[src/rtl/fpu_ctrl_pkg.sv]
// Shared types for the FPU phase controllers: state encodings, exception
// select codes and the flag-to-select priority encoder.
package fpu_ctrl_pkg;

  localparam int unsigned CNT_W   = 4;
  localparam int unsigned CNT_MAX = 15;

  typedef enum logic [3:0] {
    ST_IDLE    = 4'd0,
    ST_ROUND   = 4'd1,
    ST_RWAIT   = 4'd2,
    ST_NORM    = 4'd3,
    ST_NA_CHK  = 4'd4,
    ST_EXP_UPD = 4'd5,
    ST_FLAGS   = 4'd6,
    ST_FINAL   = 4'd7,
    ST_DONE    = 4'd8
  } state_e;

  typedef enum logic [1:0] {
    EXC_NONE = 2'b00,
    EXC_OVF  = 2'b01,
    EXC_UNF  = 2'b10
  } exc_e;

  // Overflow takes priority when both exponent flags are raised together.
  function automatic exc_e exc_encode(input logic ovf, input logic unf);
    if (ovf) begin
      return EXC_OVF;
    end else if (unf) begin
      return EXC_UNF;
    end
    return EXC_NONE;
  endfunction

endpackage

[src/rtl/fpu_final_phase_ctrl_lat_counter.sv]
// Loadable down-counter with zero/one flags, shared by the FPU phase
// controllers to time fixed-latency wait states.
module lat_counter
  import fpu_ctrl_pkg::*;
#(
  parameter int unsigned W = CNT_W
) (
  input  logic         clk,
  input  logic         rst,
  input  logic         load,
  input  logic [W-1:0] load_val,
  input  logic         dec,
  output logic         is_zero_c,
  output logic         is_one_c
);

  logic [W-1:0] cnt_q;
  logic [W-1:0] cnt_d;

  // Load has priority over decrement; decrement saturates at zero.
  always_comb begin
    cnt_d = cnt_q;
    if (load) begin
      cnt_d = load_val;
    end else if (dec && (cnt_q != '0)) begin
      cnt_d = cnt_q - W'(1);
    end
  end

  always_ff @(posedge clk) begin
    if (!rst) begin
      cnt_q <= '0;
    end else begin
      cnt_q <= cnt_d;
    end
  end

  assign is_zero_c = (cnt_q == '0);
  assign is_one_c  = (cnt_q == W'(1));

endmodule

[src/rtl/fpu_final_phase_ctrl.sv]
// Sequencer for the multiplier's final phases: round, post-round normalize,
// optional exponent increment, exception capture and result packing.
module fpu_final_phase_ctrl
  import fpu_ctrl_pkg::*;
#(
  parameter int unsigned W_Sgf   = 23,
  parameter int unsigned RND_LAT = 1
) (
  input  logic       clk,
  input  logic       rst,
  input  logic       beg_op,
  input  logic       ack_op,
  input  logic       exp_na,
  input  logic       overflow_flag,
  input  logic       underflow_flag,
  output logic       load_rnd,
  output logic       load_norm,
  output logic       load_exp,
  output logic       sel_exp_inc,
  output logic       load_flags,
  output logic       load_final,
  output logic [1:0] exc_sel,
  output logic       busy,
  output logic       ready
);

  if (RND_LAT > CNT_MAX) begin : g_bad_rnd_lat
    $error("RND_LAT must be in 0..15");
  end

  if ((W_Sgf != 23) && (W_Sgf != 52)) begin : g_bad_w_sgf
    $error("W_Sgf must be 23 or 52");
  end

  state_e state_q, state_d;
  exc_e   exc_q, exc_d;
  exc_e   exc_sel_q, exc_sel_d;

  logic load_rnd_q, load_rnd_d;
  logic load_norm_q, load_norm_d;
  logic load_exp_q, load_exp_d;
  logic sel_exp_inc_q, sel_exp_inc_d;
  logic load_flags_q, load_flags_d;
  logic load_final_q, load_final_d;
  logic busy_q, busy_d;
  logic ready_q, ready_d;

  logic cnt_load_c;
  logic cnt_dec_c;
  logic cnt_zero_c;
  logic cnt_one_c;

  lat_counter #(
    .W (CNT_W)
  ) u_lat_counter (
    .clk       (clk),
    .rst       (rst),
    .load      (cnt_load_c),
    .load_val  (CNT_W'(RND_LAT)),
    .dec       (cnt_dec_c),
    .is_zero_c (cnt_zero_c),
    .is_one_c  (cnt_one_c)
  );

  // Next state, then outputs decoded from next state so the registered
  // strobes line up with the state they belong to.
  always_comb begin
    state_d    = state_q;
    exc_d      = exc_q;
    cnt_load_c = 1'b0;
    cnt_dec_c  = 1'b0;

    case (state_q)
      ST_IDLE: begin
        if (beg_op) state_d = ST_ROUND;
      end
      ST_ROUND: begin
        cnt_load_c = 1'b1;
        state_d    = (RND_LAT == 0) ? ST_NORM : ST_RWAIT;
      end
      ST_RWAIT: begin
        cnt_dec_c = 1'b1;
        // Zero is unreachable here; treated as an exit so the wait can never stick.
        if (cnt_one_c || cnt_zero_c) state_d = ST_NORM;
      end
      ST_NORM:    state_d = ST_NA_CHK;
      ST_NA_CHK:  state_d = exp_na ? ST_EXP_UPD : ST_FLAGS;
      ST_EXP_UPD: state_d = ST_FLAGS;
      ST_FLAGS: begin
        exc_d   = exc_encode(overflow_flag, underflow_flag);
        state_d = ST_FINAL;
      end
      ST_FINAL:   state_d = ST_DONE;
      ST_DONE: begin
        if (ack_op) state_d = ST_IDLE;
      end
      default:    state_d = ST_IDLE;
    endcase

    load_rnd_d    = (state_d == ST_ROUND);
    load_norm_d   = (state_d == ST_NORM);
    load_exp_d    = (state_d == ST_EXP_UPD);
    sel_exp_inc_d = (state_d == ST_EXP_UPD);
    load_flags_d  = (state_d == ST_FLAGS);
    load_final_d  = (state_d == ST_FINAL);
    busy_d        = (state_d != ST_IDLE);
    ready_d       = (state_d == ST_DONE);
    exc_sel_d     = ((state_d == ST_FINAL) || (state_d == ST_DONE)) ? exc_d : EXC_NONE;
  end

  always_ff @(posedge clk) begin
    if (!rst) begin
      state_q       <= ST_IDLE;
      exc_q         <= EXC_NONE;
      exc_sel_q     <= EXC_NONE;
      load_rnd_q    <= 1'b0;
      load_norm_q   <= 1'b0;
      load_exp_q    <= 1'b0;
      sel_exp_inc_q <= 1'b0;
      load_flags_q  <= 1'b0;
      load_final_q  <= 1'b0;
      busy_q        <= 1'b0;
      ready_q       <= 1'b0;
    end else begin
      state_q       <= state_d;
      exc_q         <= exc_d;
      exc_sel_q     <= exc_sel_d;
      load_rnd_q    <= load_rnd_d;
      load_norm_q   <= load_norm_d;
      load_exp_q    <= load_exp_d;
      sel_exp_inc_q <= sel_exp_inc_d;
      load_flags_q  <= load_flags_d;
      load_final_q  <= load_final_d;
      busy_q        <= busy_d;
      ready_q       <= ready_d;
    end
  end

  assign load_rnd    = load_rnd_q;
  assign load_norm   = load_norm_q;
  assign load_exp    = load_exp_q;
  assign sel_exp_inc = sel_exp_inc_q;
  assign load_flags  = load_flags_q;
  assign load_final  = load_final_q;
  assign exc_sel     = exc_sel_q;
  assign busy        = busy_q;
  assign ready       = ready_q;

endmodule

[config.mk]
export PLATFORM = sky130hd
export DESIGN_NAME = fpu_final_phase_ctrl
export DESIGN_NICKNAME = d
export VERILOG_FILES = /design/src/rtl/fpu_ctrl_pkg.sv /design/src/rtl/fpu_final_phase_ctrl_lat_counter.sv /design/src/rtl/fpu_final_phase_ctrl.sv
export SDC_FILE = /design/constraint.sdc
export NUM_CORES = 1
export LEC_CHECK = 0
export BUFFER_PORTS_ARGS = -buffer_cell sky130_fd_sc_hd__buf_2
export CELL_PAD_IN_SITES_DETAIL_PLACEMENT = 0
export CELL_PAD_IN_SITES_GLOBAL_PLACEMENT = 1
export CORE_MARGIN = 2
export CORE_UTILIZATION = 40
export DETAILED_ROUTE_END_ITERATION = 8
export MAX_ROUTING_LAYER = met4
export PLACE_DENSITY_LB_ADDON = 0.1
export SKIP_LAST_GASP = 1
export SYNTH_ARGS = -nofsm -noshare
export SYNTH_HDL_FRONTEND = slang
export SYNTH_SLANG_ARGS = --single-unit
[constraint.sdc]
create_clock -name clk -period 3.4 [get_ports clk]
set_input_delay 0.68 -clock clk [delete_from_list [all_inputs] [get_ports clk]]
set_output_delay 0.68 -clock clk [all_outputs]
set_load 0.05 [all_outputs]
# After elaboration in Yosys (flattened, before gate mapping)

Cells that the tools add are included.

Add/subtract/negate cells: 1
Equality and inequality tests: 15
Multiplexer cells: 16
Bitwise gates (word level): 1
Reduce and logical (&&, ||, !) cells: 10

Operators with widths:

| kind                                              | count |
|---|---|
| one-hot mux 4 bit (9 select lines)                | 1 |
| == test 4 x 3 -> 1 bit (second input constant)    | 7 |
| == test 4 x 1 -> 1 bit (second input constant)    | 3 |
| == test 4 x 2 -> 1 bit (second input constant)    | 3 |
| two-way mux 4 bit                                 | 3 |
| two-way mux 2 bit                                 | 5 |
| == test 4 bit (second input constant)             | 2 |
| logical NOT 4 bit                                 | 2 |
| nonzero test 4 bit                                | 2 |
| two-way mux 1 bit                                 | 7 |
| subtractor 4 x 1 -> 4 bit (second input constant) | 1 |
| logical OR 1 bit                                  | 2 |
| AND reduction 2 bit                               | 1 |
| nonzero test 2 bit                                | 1 |
| OR reduction 2 bit                                | 1 |
| logical AND 1 bit                                 | 1 |
| NOT 1 bit                                         | 1 |

Bits in registers: 19
Bits of input ports: 7
Output and inout port bits: 10
Word-level logic and storage cells: 55

# Depth between registers and ports, before layout

Gate-level depths: netlist (run 1).

Word-level depth: 7
Mapped depth: 6
Depth with buffers taken out: 6

# By module

A second synthesis (run 1) with hierarchy kept.

Cell total of the unflattened synthesis: 98
Area, all modules: 985.9 µm²

Modules (own cells, without submodules):

| module               | times used | cells each | area each (µm²) | seq. area each (µm²) |
|---|---|---|---|---|
| fpu_final_phase_ctrl | 1          | 63         | 695.7           | 300.3 |
| lat_counter          | 1          | 35         | 290.3           | 80.1 |

# Worst setup path before layout (run 1)

OpenSTA, ideal clock, no wires.

Path kind: in2reg
From: in exp_na
To: reg load_norm_q, in the netlist load_norm
Setup time: 0.091 ns
Arrival: 1.493 ns
Data required time: 3.309 ns
Path slack: 1.815 ns
Stages: 5
Buffers on the path: 0
Cell sequence: and2b_2 > nor3_1 > nor3b_1 > nand2_1 > nor4bb_1

Longest elaborated chain between the ends: 3

RTL lines:

| what                               | line                        | RTL |
|---|---|---|
| start: declaration                 | fpu_final_phase_ctrl.sv:13  | `input logic exp_na,` |
| two-way mux 2 bit                  | fpu_final_phase_ctrl.sv:87  | `ST_NA_CHK: state_d = exp_na ? ST_EXP_UPD : ST_FLAGS;` |
| one-hot mux 4 bit (9 select lines) | fpu_final_phase_ctrl.sv:73  | `case (state_q)` |
| == test 4 x 2 -> 1 bit             | fpu_final_phase_ctrl.sv:101 | `load_norm_d = (state_d == ST_NORM);` |
| end signal: assignment             | fpu_final_phase_ctrl.sv:129 | `load_norm_q <= load_norm_d;` |
| end: declaration                   | fpu_final_phase_ctrl.sv:40  | `logic load_norm_q, load_norm_d;` |

No other way between the ends.
A chain may end at the register's enable or synchronous reset.

# Worst setup path in the final report (run 1)

From: reg u_lat_counter.cnt_q[0]
To: reg load_rnd_q, in the netlist load_rnd

Longest elaborated chain between the ends: 5
Elaborated cells on any way between the ends: 6
Those cells by class: 2 x eq/ne; 2 x mux; 2 x reduce/logical

RTL lines:

| what                                                               | line                                                                           | RTL |
|---|---|---|
| start: declaration                                                 | fpu_final_phase_ctrl_lat_counter.sv:17                                         | `logic [W-1:0] cnt_q;` |
| start signal: assignment                                           | fpu_final_phase_ctrl_lat_counter.sv:34                                         | `cnt_q <= cnt_d;` |
| == test 4 x 1 -> 1 bit / logical NOT 4 bit (equally long branches) | fpu_final_phase_ctrl_lat_counter.sv:39, fpu_final_phase_ctrl_lat_counter.sv:38 |  |
| logical OR 1 bit *                                                 | fpu_final_phase_ctrl.sv:84                                                     | `if (cnt_one_c \|\| cnt_zero_c) state_d = ST_NORM;` |
| two-way mux 4 bit *                                                | fpu_final_phase_ctrl.sv:84                                                     |  |
| one-hot mux 4 bit (9 select lines) *                               | fpu_final_phase_ctrl.sv:73                                                     |  |
| == test 4 x 1 -> 1 bit *                                           | fpu_final_phase_ctrl.sv:100                                                    | `load_rnd_d = (state_d == ST_ROUND);` |
| end signal: assignment                                             | fpu_final_phase_ctrl.sv:128                                                    | `load_rnd_q <= load_rnd_d;` |
| end: declaration                                                   | fpu_final_phase_ctrl.sv:39                                                     | `logic load_rnd_q, load_rnd_d;` |

Mark *: on every way between the ends. The rest lies on a longest branch, timed or not.

==> results of run 1 <==
-- stage by stage --
stage                     area, um^2  power (mW)
after detailed placement         908       0.362
final                            935       0.466
after global placement           908       0.362
after floorplan                  830       0.344
after CTS                        935       0.473
after global routing             935       0.495
-- final cells by class --
class / instances / area, um^2
clock buffer: 4 / 26.3
fill: 207 / 1030
inverter: 4 / 15.0
multi-input combinational: 56 / 399
sequential: 19 / 380
tap: 27 / 33.8
timing repair buffer: 16 / 80.1
-- cell families (layout without fill, tap and decap cells) --
logic type	count (synthesis)	count (layout)
AO/OA/AOI/OAI	11	11
XOR/XNOR	4	4
adder cells (fa/ha/maj)	3	3
buffers and inverters	9	24
flip-flops	19	19
multiplexers	2	2
AND/OR/NAND/NOR	36	36
-- cell usage in the layout (no fill, tap or decap) --
| cell | synthesis | layout |
|---|---|---|
| dfxtp_1 | 19 | 19 |
| buf_2 | 1 | 16 |
| nor2_1 | 12 | 12 |
| nand2_1 | 6 | 6 |
| inv_1 | 4 | 4 |
| nor2b_1 | 4 | 4 |
| nor3_1 | 3 | 3 |
| xor2_1 | 3 | 3 |
| ha_1 | 3 | 3 |
| clkbuf_4 | 0 | 3 |
| o21a_1 | 2 | 2 |
| a21boi_0 | 2 | 2 |
| mux2i_1 | 2 | 2 |
| and2b_2 | 1 | 1 |
| nor3b_1 | 1 | 1 |
| nand2b_4 | 1 | 1 |
| o221a_2 | 1 | 1 |
| nor3b_2 | 1 | 1 |
| nor4_1 | 1 | 1 |
| nand3b_1 | 1 | 1 |
| o21ai_0 | 1 | 1 |
| nand4b_1 | 1 | 1 |
| or4b_2 | 1 | 1 |
| a2111oi_4 | 1 | 1 |
| xnor2_1 | 1 | 1 |
| a21boi_1 | 1 | 1 |
| and2_1 | 1 | 1 |
| and3_2 | 1 | 1 |
| a31oi_1 | 1 | 1 |
| a211oi_1 | 1 | 1 |
| a21oi_1 | 1 | 1 |
| nor4bb_1 | 1 | 1 |
| clkbuf_1 | 1 | 1 |
-- routing by layer --
layer	share of wire, %	global-route usage, %
met1	47	13.7
met2	45	19.8
met3	6.1	5.45
met4	1.8	5.56
met5	0	-
-- worst min-delay path by stage --
| stage | end | slack (ns) | cells after the start |
|---|---|---|---|
| after global routing | exc_sel[1] | 0.55 | 2 |
| final | exc_sel[1] | 0.50 | 2 |
| after detailed placement | exc_sel[1] | 0.49 | 2 |
| after floorplan | exc_sel[1] | 0.46 | 2 |
| after global placement | exc_sel[1] | 0.49 | 2 |
| after CTS | exc_sel[1] | 0.51 | 2 |
-- registers in the layout, indices dropped and copies added, names as in the netlist --
signal,flops
load_final,1
load_rnd,1
exc_q,2
exc_sel,2
busy,1
load_norm,1
state_q,4
ready,1
load_flags,1
sel_exp_inc,1
u_lat_counter.cnt_q,4
-- where the power goes --
part / internal (mW) / total [mW] / switching (mW)
Clock: 0.0457 / 0.110 / 0.0643
Sequential: 0.237 / 0.253 / 0.0160
Combinational: 0.0407 / 0.103 / 0.0628
-- worst min-delay path: stages, from the launching register on --
cell and delay [ns]:
dfxtp_1 0.32, mux2i_1 0.07, nor2_1 0.08
==> metrics.md, run 1 <==
| Metric | Value |
|---|---|
| Outcome | `completed` |
| Vias in the first global route | `552` |
| Area delta synth->final | `12.7%` |
| CTS tree | `built` |
| IO Pins | `17` |
| Final worst-path cycle share | `48.5%` |
| Count leader, synth | `dfxtp_1` |
| Core Util, Final | `47.6%` |
| Via density | `4.63` |
| Port-buffer cells | `16` |
| Least-Margin Pin Slew | `0.414 ns` |
| Avg Inst Size Synth | `9.88 um^2` |
| Ys async rst share | `0%` |
| Worst Setup Path Type | `register to register` |
| CTS max path bufs | `2` |
| Vias after detailed routing | `583` |
| Largest family of logic cells by synthesized area | `simple AND/OR/NAND/NOR gates` |
| Critical path data required time | `3.59 ns` |
| Worst R2R Start | `u_lat_counter.cnt_q[0]` |
| Die Footprint | `2450 um^2` |
| R2R Setup Slk | `1.75 ns` |
| Max Cap Viol | `0` |
| Hold Slack | `0.500 ns` |
| Wire per inst | `10.9 um` |
| Crit end category | `register` |
| Tmin final | `1.65 ns` |
| CTS buffer count | `3` |
| Worst-Skew Late Latency | `0.29 ns` |
| Critical path, cell by cell | `inv_1 -> ha_1 -> o21a_1 -> o221a_2 -> and2_1 -> nor2b_1` |
| Setup ws final | `1.75 ns` |
| Hpwl dp | `1030 um` |
| Compound-Gate Fraction of Synth Area | `12.1%` |
| Iteration-0 DRC Markers | `6` |
| Clk_skew | `0.00235 ns` |
| CTS Root Cell | `clkbuf_4` |
| Drt pass-1 iters | `4` |
| # diodes | `0` |
| VDD IR-drop max | `0.356 mV` |
| Worst Path Buf+Inv | `1` |
| Net count, final | `110` |
| List of most frequent post-synthesis cells | `dfxtp_1 (19), nor2_1 (12), nand2_1 (6)` |
| Largest stage delay on the critical path | `0.41 ns` |
| CP max-delay cell | `dfxtp_1` |
| GRT Util Overall | `12.6%` |
| Simple-gate share of the synthesized area | `24.9%` |
| RSZ-0062 raised after global routing | `false` |
| CTS-repair resized insts | `0` |
| HP Class | `register to register` |
| First-pass GRT wire length | `2240 um` |
| Dpl ws | `1.63 ns` |
| EDFF count, synth | `0` |
| Mapped Cells | `84` |
| Crit path to | `load_rnd` |
| Layout Cells excl Fill | `126` |
| Top FF cell, synth | `dfxtp_1` |
| Top cells by area, synth | `dfxtp_1 (46%), nor2_1 (5.4%), ha_1 (4.5%)` |
| Largest area contributor in the netlist | `dfxtp_1` |
| Max Slew Vio Count | `0` |
| Die Width | `49.5 um` |
| Starting Density | `42.3%` |
| Synth Warn # | `0` |
| Total Wirelength | `1370 um` |
| Gpl congestion | `0.734` |
| Total global routing overflow | `0` |
| Worst path depth | `6` |
| Final setup viols | `0` |
| FP Rows | `16` |
| # Post-CTS Setup Buffers | `0` |
| Share of layout cells above drive strength 1 | `26.3%` |
| Initial antenna violation count | `0` |
| Synth Area in Adders | `4.52%` |
| Die Y | `49.5 um` |
| Xor/xnor share of the synthesized area | `4.22%` |
| Pin count of the biggest net entering global routing | `11` |
| DRC | `0` |
| Yosys reg bits | `19` |
| Area share of the largest cell type after synthesis | `45.9%` |
| Mux cell area share after synthesis | `2.41%` |
| Worst-path fanout max | `6` |
| Cell area after synthesis | `830 um^2` |
| Critical path launch point type | `register` |
| Power per cell area | `499 nW/um^2` |
| Netlist cell types | `34` |
| Clock transition at path regs | `0.10 ns` |
| Area of the core | `1960 um^2` |
| Peak Freq | `606 MHz` |
| Cts hold-fix bufs | `0` |
| Worst R2R End | `load_rnd` |
| Sequential area share after synthesis | `45.9%` |
| Final hold vios | `0` |
| Net Count, Synth | `94` |
| Total clock sinks | `19` |
| Reg2Reg Depth | `6` |
| Final ANT Viol Nets | `0` |
| CP arrival | `1.84 ns` |
| Worst Setup SP | `u_lat_counter.cnt_q[0]` |
| CP delay by family, top | `compound AO/OA/AOI/OAI gates` |
| Hold path startpoint | `exc_q[1]` |
| H-tree depth | `1` |
| Slew HR | `72.4%` |
| Leak | `0.384 nW` |
| Placed cells | `122` |
| Setup TNS | `0 ns` |
No activity file was read; power rests on OpenSTA's default activity.
==> inputs of run 2 (changes only) <==
Settings changed: CORE_UTILIZATION 40 to 35.
Clock period 3.4 ns to 1.4 ns, I/O delays scaled along.
==> run 2 against run 1 <==
Net effect:
- the run now ends with negative setup slack left
- sequential power up 140%
- critical path depth is the same
- cell area increased by 27%
- register-to-register slack got worse by 1.8 ns
- worst setup slack got worse by 1.8 ns
- global-route usage increased by 2.0 points
- clock-buffer cell count fell by 1
- largest power group unchanged
- highest routed layer unchanged
==> metrics.md, run 2 (synthesis results as in run 1) <==
| Metric | Value |
|---|---|
| Outcome | `finished with violations` |
| Failing checks | `negative setup slack` |
| Starting Density | `37.1% (-5.1 points)` |
| Net count, final | `128 (+16%)` |
| Final setup viols | `3 (+3)` |
| Commonest non-fill, non-tap cell in the layout | `buf_4` |
| Total global routing overflow | `0 (unchanged)` |
| Commonest cells after routing, fill and taps aside | `buf_4 (18), buf_2 (16), dfxtp_1 (14), nor2_1 (10)` |
| Peak Freq | `691 MHz (+14%)` |
| CTS buffer count | `3 (unchanged)` |
| Total Wirelength | `1670 um (+22%)` |
| Drt pass-1 iters | `3 (-1)` |
| First-pass GRT wire length | `2820 um (+26%)` |
| GRT Util Overall | `14.6% (+2.0 points)` |
| Reg2Reg Depth | `6 (unchanged)` |
| Hold Slack | `0.276 ns (-0.224 ns)` |
| Hold Crit Endpoint | `exc_sel[0]` |
| Wire per inst | `11.5 um (+5.9%)` |
| Die Footprint | `2780 um^2 (+13%)` |
| CTS max path bufs | `2 (unchanged)` |
| Area of the core | `2230 um^2 (+14%)` |
| Critical path data required time | `1.59 ns (-2.00 ns)` |
| Max Cap Viol | `0 (unchanged)` |
| H-tree depth | `1 (unchanged)` |
| IO Pins | `17 (unchanged)` |
| Clk_skew | `0.00439 ns (+0.00204 ns)` |
| Gpl congestion | `0.765 (+4.1%)` |
| Vias in the first global route | `641 (+16%)` |
| Via density | `4.52 (-2.2%)` |
| # diodes | `0 (unchanged)` |
| Share of layout cells above drive strength 1 | `58.1% (+32 points)` |
| Iteration-0 DRC Markers | `2 (-4)` |
| DRC | `0 (unchanged)` |
| Die Width | `52.7 um (+6.3%)` |
| Least-Margin Pin Slew | `0.437 ns (+0.0235 ns)` |
| Worst R2R Start | `u_lat_counter.cnt_q[1]` |
| CTS Root Cell | `clkbuf_4` |
| Port-buffer cells | `16 (unchanged)` |
| Die Y | `52.7 um (+6.3%)` |
| Pin count of the biggest net entering global routing | `12 (+1)` |
| RSZ-0062 raised after global routing | `true` |
| CTS tree | `built` |
| Final worst-path cycle share | `103% (+55 points)` |
| Hold path cells | `3 (+1)` |
| Worst-Skew Late Latency | `0.30 ns (about the same)` |
| Hold path startpoint | `overflow_flag` |
| Vias after detailed routing | `656 (+13%)` |
| Core Util, Final | `53.0% (+5.4 points)` |
| HP Class | `input port to register` |
| Cts hold-fix bufs | `0 (unchanged)` |
| Area delta synth->final | `42.7%` |
| R2R Setup Slk | `-0.05 ns (-1.80 ns)` |
| Final ANT Viol Nets | `0 (unchanged)` |
| Setup ws final | `-0.0469 ns (-1.80 ns)` |
| Slew HR | `70.5% (-1.9 points)` |
| Total clock sinks | `19 (unchanged)` |
| Crit end category | `register` |
| Leak | `0.500 nW (+30%)` |
| Power per cell area | `1110 nW/um^2 (+120%)` |
| Worst Setup Path Type | `register to register` |
| Hpwl dp | `1240 um (+20%)` |
| Tmin final | `1.45 ns (-0.202 ns)` |
| FP Rows | `17 (+1)` |
| Final hold vios | `0 (unchanged)` |
| Clock transition at path regs | `0.11 ns (about the same)` |
| Worst R2R End | `load_rnd` |
| Initial antenna violation count | `0 (unchanged)` |
| CP arrival | `1.63 ns (-0.21 ns)` |
| Max Slew Vio Count | `0 (unchanged)` |
| VDD IR-drop max | `0.606 mV (+70%)` |
| Critical path launch point type | `register` |
| Worst-path fanout max | `6 (unchanged)` |
| Biggest regs | `state_q (4), u_lat_counter.cnt_q (4)` |
-- run 2: cell count changes in the layout (fill, tap and decap cells not counted), sizes merged --
| cell | before | now |
|---|---|---|
| buf | 16 | 34 |
| clkbuf | 4 | 3 |
| clkinv | 0 | 1 |
-- run 2: power by group --
part / total, mW / internal [mW] / switching, mW
clock network: 0.277 / 0.106 / 0.170
registers: 0.613 / 0.579 / 0.0337
logic: 0.422 / 0.209 / 0.213
total: 1.31 / 0.895 / 0.417
-- run 2: critical path, stage by stage (launching register included) --
cell and delay, ns:
dfxtp_2 0.36, inv_2 0.06, ha_4 0.16, o21a_1 0.19, o221a_4 0.29, and2_4 0.16, nor2b_4 0.11
-- run 2: what timing repair did --
action,4_1_cts,5_1_grt
setup buffers,0,2
pin swaps,7,5
gates cloned,0,0
resized for setup,9,16
endpoints found under the setup margin,12,14
-- run 2: worst max path at each step --
stage / startpoint / endpoint / cells past startpoint / slack (ns)
5_1_grt: u_lat_counter.cnt_q[1] / u_lat_counter.cnt_q[3] / 6 / -0.13
6_report: u_lat_counter.cnt_q[1] / load_rnd / 6 / -0.05
3_5_place_dp: state_q[1] / exc_sel[1] / 6 / -0.10
3_3_place_gp: u_lat_counter.cnt_q[1] / load_rnd / 6 / -0.10
4_1_cts: u_lat_counter.cnt_q[1] / load_rnd / 6 / -0.1
2_1_floorplan: u_lat_counter.cnt_q[1] / load_rnd / 6 / -0.005
-- run 2: area by class of cell --
cell class                      count  area, um^2
Timing Repair Buffer               34         215
Sequential cell                    19         389
Clock inverter                      1        5.00
Tap cell                           28        35.0
Multi-Input combinational cell     56         502
Fill cell                         221        1050
Inverter                            4        15.0
Clock buffer                        3        22.5
-- run 2: layer usage --
layer  share of wire (%)  global-route usage, %  vias to the layer above
li1                    -                      -                      345
met4                0.72                   3.85                        0
met3                 4.9                   6.29                        2
met2                  47                   21.9                       15
met1                  48                   17.9                      294
met5                   0                      -                        -
-- run 2: through the flow --
step	cell area [um^2]	setup TNS, ns	std cells	power [mW]	setup slack (ns)
floorplan	845	-0.00461	84	0.850	-0.00461
global placement	1040	-0.482	139	0.964	-0.101
detailed placement	1040	-0.514	139	0.963	-0.100
CTS	1100	-0.425	143	1.26	-0.0964
global route	1180	-0.570	145	1.39	-0.129
finish	1180	-0.0532	145	1.31	-0.0469
